[src/rtl/sik_thread_scheduler_pkg.sv]
// rtl/sik_thread_scheduler_pkg.sv - shared types and constants for the Sik thread scheduler
package sik_thread_scheduler_pkg;

    // Default machine word (PC) width and thread-id width
    localparam int WORD_W = 16;
    localparam int TID_W  = 1;

    // Default number of own-thread bubble slots after a stall request
    localparam int DEFAULT_STALL_SLOTS = 1;

    // Stall counter width; holds 1..15
    localparam int CNT_W = 4;

    typedef enum logic [1:0] {
        TS_RUN   = 2'd0,
        TS_STALL = 2'd1,
        TS_HALT  = 2'd2
    } thread_state_e;

endpackage

[src/rtl/sik_thread_scheduler_ctx.sv]
// rtl/sik_thread_scheduler_ctx.sv - per-thread run state, fetch PC and stall counter
module sik_thread_scheduler_ctx
    import sik_thread_scheduler_pkg::*;
#(
    parameter int PCW         = WORD_W,
    parameter int STALL_SLOTS = DEFAULT_STALL_SLOTS
) (
    input  logic           clk,
    input  logic           reset,
    input  logic           own_i,
    input  logic           fire_i,
    input  logic           stall_i,
    input  logic           redir_i,
    input  logic [PCW-1:0] redir_pc_i,
    input  logic           halt_i,
    output logic           run_o,
    output logic           halted_o,
    output logic [PCW-1:0] pc_o
);

    thread_state_e    state_q, state_d;
    logic [CNT_W-1:0] cnt_q, cnt_d;
    logic [PCW-1:0]   pc_q, pc_d;

    // Next-state: halt wins over everything; stall and redirect combine; a stalled thread burns own slots
    always_comb begin
        state_d = state_q;
        cnt_d   = cnt_q;
        pc_d    = pc_q;
        if (state_q != TS_HALT) begin
            if (halt_i) begin
                state_d = TS_HALT;
            end else begin
                if (redir_i) begin
                    pc_d = redir_pc_i;
                end else if (fire_i) begin
                    pc_d = pc_q + 1'b1;
                end
                if (stall_i) begin
                    state_d = TS_STALL;
                    cnt_d   = CNT_W'(STALL_SLOTS);
                end else if (state_q == TS_STALL && own_i) begin
                    cnt_d = cnt_q - 1'b1;
                    if (cnt_q == CNT_W'(1)) begin
                        state_d = TS_RUN;
                    end
                end
            end
        end
    end

    // Thread context registers
    always_ff @(posedge clk or posedge reset) begin
        if (reset) begin
            state_q <= TS_RUN;
            cnt_q   <= '0;
            pc_q    <= '0;
        end else begin
            state_q <= state_d;
            cnt_q   <= cnt_d;
            pc_q    <= pc_d;
        end
    end

    assign run_o    = (state_q == TS_RUN);
    assign halted_o = (state_q == TS_HALT);
    assign pc_o     = pc_q;

endmodule

[src/rtl/sik_thread_scheduler.sv]
// rtl/sik_thread_scheduler.sv - barrel-alternating issue controller for the 2-thread Sik pipeline
module sik_thread_scheduler
    import sik_thread_scheduler_pkg::*;
#(
    parameter int NTHREADS    = 2,
    parameter int PCW         = WORD_W,
    parameter int STALL_SLOTS = DEFAULT_STALL_SLOTS
) (
    input  logic                clk,
    input  logic                reset,
    input  logic                stall_req,
    input  logic                stall_tid,
    input  logic                redir_req,
    input  logic                redir_tid,
    input  logic [PCW-1:0]      redir_pc,
    input  logic [NTHREADS-1:0] halt_req,
    output logic                issue_valid,
    output logic                issue_tid,
    output logic [PCW-1:0]      issue_pc,
    output logic [NTHREADS-1:0] halted,
    output logic                all_halted
);

    logic                slot_q;
    logic                issue_valid_q;
    logic                issue_tid_q;
    logic [PCW-1:0]      issue_pc_q;
    logic [NTHREADS-1:0] run_w;
    logic [NTHREADS-1:0] fire_w;
    logic [NTHREADS-1:0] halted_w;
    logic [PCW-1:0]      pc_w [NTHREADS];

    for (genvar g = 0; g < NTHREADS; g++) begin : g_ctx
        logic own;
        logic stall_hit;
        logic redir_hit;

        assign own       = (slot_q == 1'(g));
        assign stall_hit = stall_req && (stall_tid == 1'(g));
        assign redir_hit = redir_req && (redir_tid == 1'(g));
        // Any request aimed at the slot owner turns its slot into a bubble
        assign fire_w[g] = own && run_w[g] && !halt_req[g] && !stall_hit && !redir_hit;

        sik_thread_scheduler_ctx #(
            .PCW         (PCW),
            .STALL_SLOTS (STALL_SLOTS)
        ) u_ctx (
            .clk        (clk),
            .reset      (reset),
            .own_i      (own),
            .fire_i     (fire_w[g]),
            .stall_i    (stall_hit),
            .redir_i    (redir_hit),
            .redir_pc_i (redir_pc),
            .halt_i     (halt_req[g]),
            .run_o      (run_w[g]),
            .halted_o   (halted_w[g]),
            .pc_o       (pc_w[g])
        );
    end

    // Slot toggles every edge; registered issue outputs describe the slot owner at that edge
    always_ff @(posedge clk or posedge reset) begin
        if (reset) begin
            slot_q        <= 1'b0;
            issue_valid_q <= 1'b0;
            issue_tid_q   <= 1'b0;
            issue_pc_q    <= '0;
        end else begin
            slot_q        <= ~slot_q;
            issue_valid_q <= fire_w[slot_q];
            issue_tid_q   <= slot_q;
            issue_pc_q    <= pc_w[slot_q];
        end
    end

    assign issue_valid = issue_valid_q;
    assign issue_tid   = issue_tid_q;
    assign issue_pc    = issue_pc_q;
    assign halted      = halted_w;
    assign all_halted  = &halted_w;

endmodule
[config.mk]
export PLATFORM = sky130hd
export DESIGN_NAME = sik_thread_scheduler
export DESIGN_NICKNAME = d
export VERILOG_FILES = /design/src/rtl/sik_thread_scheduler_pkg.sv /design/src/rtl/sik_thread_scheduler_ctx.sv /design/src/rtl/sik_thread_scheduler.sv
export SDC_FILE = /design/constraint.sdc
export NUM_CORES = 1
export LEC_CHECK = 0
export ABC_AREA = 1
export CORE_UTILIZATION = 50
export CTS_CLUSTER_DIAMETER = 80
export DETAILED_ROUTE_END_ITERATION = 16
export DONT_BUFFER_PORTS = 1
export MAX_ROUTING_LAYER = met4
export PLACE_DENSITY = 0.68
export SKIP_LAST_GASP = 1
export SLEW_MARGIN = 20
export SYNTH_ARGS = -nofsm -noshare
export SYNTH_HDL_FRONTEND = slang
export SYNTH_HIERARCHICAL = 1
export SYNTH_SLANG_ARGS = --single-unit
[constraint.sdc]
create_clock -name clk -period 1.35 [get_ports clk]
set_input_delay 0.0675 -clock clk [delete_from_list [all_inputs] [get_ports clk]]
set_output_delay 0.0675 -clock clk [all_outputs]
set_load 0.005 [all_outputs]
==> impl_metrics.yaml <==
synth:
  synth-edff-count: 0
  synth_commonest_cells: "184 x nand2_1, 81 x nor2_1, 68 x inv_1"
  synthesis.yosys.warnings: 6
  synth.most_common_cell: "nand2_1"
  netlist.top_cell.by_area: "dfrtp_1"
  netlist_top_cells_area: "dfrtp_1 41%, nand2_1 18%, nor2_1 8.0%"
  primary_flip_flop_cell_chosen_by_synthesis_mapping: "dfrtp_1"
  yosysUniqueCellTypes: 22
  synthesis.area_um2: 3810
  syn_area_per_cell_um2: 6.85
  synth_seq_cells: 63
  seq_area_frac_synth: 0.414
  postSynthCellCount: 556
  synth_top_area_frac: 0.414
  synth.net_count: 586
  synthArstFlopShare: 1.00
floorplanning:
  initial_core_util: 0.523
  floorplan.core_area_um2: 7290
  die-area_um2: 7980
  i_o_pins: 45
  floorplan.die.width_um: 89.3
  row_count: 31
  die_y_um: 89.3
critical_path:
  critical_path_arrival_ns: 1.80
  required_ns: 1.64
  crit_path_start: "g_ctx[1].u_ctx/state_q[0]$_DFFE_PP0P_"
  worstPathCellList: "nor2_2 > nand2_2 > nor2_2 > nand3_2 > inv_2 > nor2_2 > nor2_4 > inv_4 > buf_12 > nor2_2 > o21ai_1 > inv_1"
  crit_path_max_incr_delay_ns: 0.39
  worstSetupPathType: "reg -> reg"
  crit_path_start_kind: "flop"
  critPathCaptureType: "flop"
  setup.reg_to_reg.worst_slack_ns: -0.16
  crit-reg2reg-launch: "g_ctx[1].u_ctx/state_q[0]$_DFFE_PP0P_"
  worstPathMaxFanout: 9
  crit_top_cell: "nor2_2"
  worst_r2r_path_depth: 12
  timing.critical_path.to: "g_ctx[1].u_ctx/pc_o[5]$_DFFE_PP0P_"
  cp_slowest_cell: "dfrtp_1"
  crit-reg2reg-capture: "g_ctx[1].u_ctx/pc_o[5]$_DFFE_PP0P_"
status:
  outcome: "finished, violations left"
  failed_checks: "hold timing, setup timing"
timing:
  finalCriticalPeriod_ns: 1.51
  fin_hold_ws_ns: -0.0231
  slew_violations: 0
  timing.final.ws_setup_ns: -0.155
  timing_hold_violations_final: 2
  finalSetupTns_ns: -2.61
  setup_viol_count_final: 31
  worst_slew_margin_rel: 0.692
  grt_setup_unrepaired: "true"
  timing.clock.skew_ns: 0.0111
  tightest_slew_ns: 0.461
  max_freq_mhz: 664
  period_share: 1.11
route:
  remaining_drcs: 0
  detail-route-antenna-nets: 0
  dr.first_iter.drc_count: 183
  route.final.wire_length_mm: 10.2
  wl_per_cell_um: 14.3
  vias: 3699
  via_per_inst: 5.17
  detail_route.first_pass.iterations: 4
finish:
  layout-area-overhead-vs-synth_pct: 23.5
  fillers: 674
  finalCoreUtilization: 0.646
  n_antenna_cell: 0
  cell_area_after_layout_um2: 4710
  final_layout_size_suffix_gt1_frac: 0.198
  nets: 643
  final_cells: 716
flow_run:
  drv.max_cap_violation_count: 0
pwr:
  leakage_nw: 2.44
  pwr_density_cell_nw_per_um2: 758
  total_power_mw: 3.57
  max-vdd-ir-drop_uv: 654
clocking:
  cts_tree: "done"
  clock-sinks: 63
  cts_max_path_buffers: 2
  tritoncts.num_buffers: 9
  htree_num_levels: 3
  clk-insertion-delay-late_ns: 0.36
  cts.root.buffer_cell: "clkbuf_8"
  clkSlewWorstSetupHoldPaths_ns: 0.07
placed_design:
  detailedPlacementHpwl_mm: 7.08
  place.gp.congestion: 0.878
  dpl_cell_area_um2: 4150
  place.detailed.instances: 679
  dp_slack_ns: -0.126
  placement.io_buffers: 0
global_routing:
  grt_max_degree: 27
  grt_antenna_before_repair: 0
  grt_first_pass_wirelength_mm: 17.1
  number_of_global_route_vias_before_repair: 3735
  track_usage: 0.295
  gr-total-overflow: 0
worst_hold_path:
  hold_depth: 3
  timing.hold.worst.class: "in -> reg"
==> area by class of cell <==
class | count | area (µm²) | share of cell area
multi-input combinational | 403 | 1950 | 0.415
inverter | 75 | 294 | 0.0625
clock inverter | 5 | 25.0 | 0.00532
clock buffer | 10 | 138 | 0.0292
sequential | 63 | 1580 | 0.335
timing repair buffer | 61 | 596 | 0.127
tap | 99 | 124 | 0.0263
==> flip-flops by register name, indices dropped and copies added (netlist names) <==
name,flops
g_ctx.u_ctx/pc_o,32
g_ctx.u_ctx/cnt_q,8
g_ctx.own,1
issue_pc,16
issue_valid,1
g_ctx.u_ctx/state_q,4
issue_tid,1
==> worst min-delay path by stage <==
stage                start                                     to  slack (ns)
2_1_floorplan        reset                 g_ctx[1].own$_DFF_PP0_        0.02
3_3_place_gp         reset                  issue_pc[1]$_DFF_PP0_       -0.01
3_5_place_dp         reset                  issue_pc[1]$_DFF_PP0_      -0.007
4_1_cts        halt_req[0]  g_ctx[0].u_ctx/state_q[1]$_DFFE_PP0P_      0.0007
5_1_grt        halt_req[1]                  issue_valid$_DFF_PP0_        0.02
6_report         stall_tid  g_ctx[0].u_ctx/state_q[0]$_DFFE_PP0P_       -0.02
==> placed cells by master, fill, tap and decap left out, types with 3 or more instances in the layout <==
| cell type | netlist | routed |
|---|---|---|
| nand2_1 | 184 | 177 |
| nor2_1 | 81 | 66 |
| inv_1 | 68 | 62 |
| dfrtp_1 | 63 | 62 |
| nand3_1 | 41 | 39 |
| buf_4 | 1 | 33 |
| o21ai_1 | 12 | 20 |
| o21ai_0 | 28 | 20 |
| dlygate4sd3_1 | 0 | 19 |
| nor2_2 | 7 | 16 |
| nand2_2 | 7 | 12 |
| inv_2 | 6 | 10 |
| clkbuf_8 | 0 | 10 |
| nand4_1 | 10 | 10 |
| nor2_4 | 4 | 10 |
| a21oi_1 | 13 | 8 |
| a21oi_2 | 2 | 7 |
| ha_1 | 6 | 6 |
| clkinv_2 | 0 | 5 |
| a22oi_1 | 4 | 4 |
| buf_6 | 8 | 4 |
| buf_12 | 0 | 3 |
==> worst max-delay path: cells and delay by family (launching register included) <==
kind,cells,cell delay [ns]
and+or+nand+nor,7,0.65
DFF,1,0.39
buffers and inverters,4,0.33
AOI/OAI and AO/OA,1,0.07
==> metal layers <==
metal | vias up | track usage | part of all wire
li1 | 1846 | - | -
met1 | 1716 | 0.352 | 0.43
met2 | 115 | 0.478 | 0.48
met3 | 22 | 0.0563 | 0.058
met4 | 0 | 0.150 | 0.028
met5 | - | - | 0
==> power by group <==
group          leakage [nW]  total, mW  internal, mW  switching, mW
clock network        0.0914       1.45         0.689          0.760
logic                  1.56      0.233        0.0828          0.150
registers             0.787       1.89          1.89              0
total                  2.44       3.57          2.66          0.910
==> timing repair <==
action	in CTS	in global routing
endpoints found under the setup margin	29	45
pin swaps	6	8
cloned	1	1
hold buffers	19	0
endpoints found under the hold margin	99	0
resized for setup	22	35
buffers inserted	2	0
==> cells by family (layout without fill, tap and decap cells) <==
family | count (synthesis) | count (layout) | share of synthesized area
buf+inv | 90 | 151 | 0.109
compound gates | 63 | 63 | 0.0919
simple gates | 334 | 334 | 0.366
flops | 63 | 63 | 0.414
fa+ha+maj | 6 | 6 | 0.0197
(Power assumes the default switching activity.)
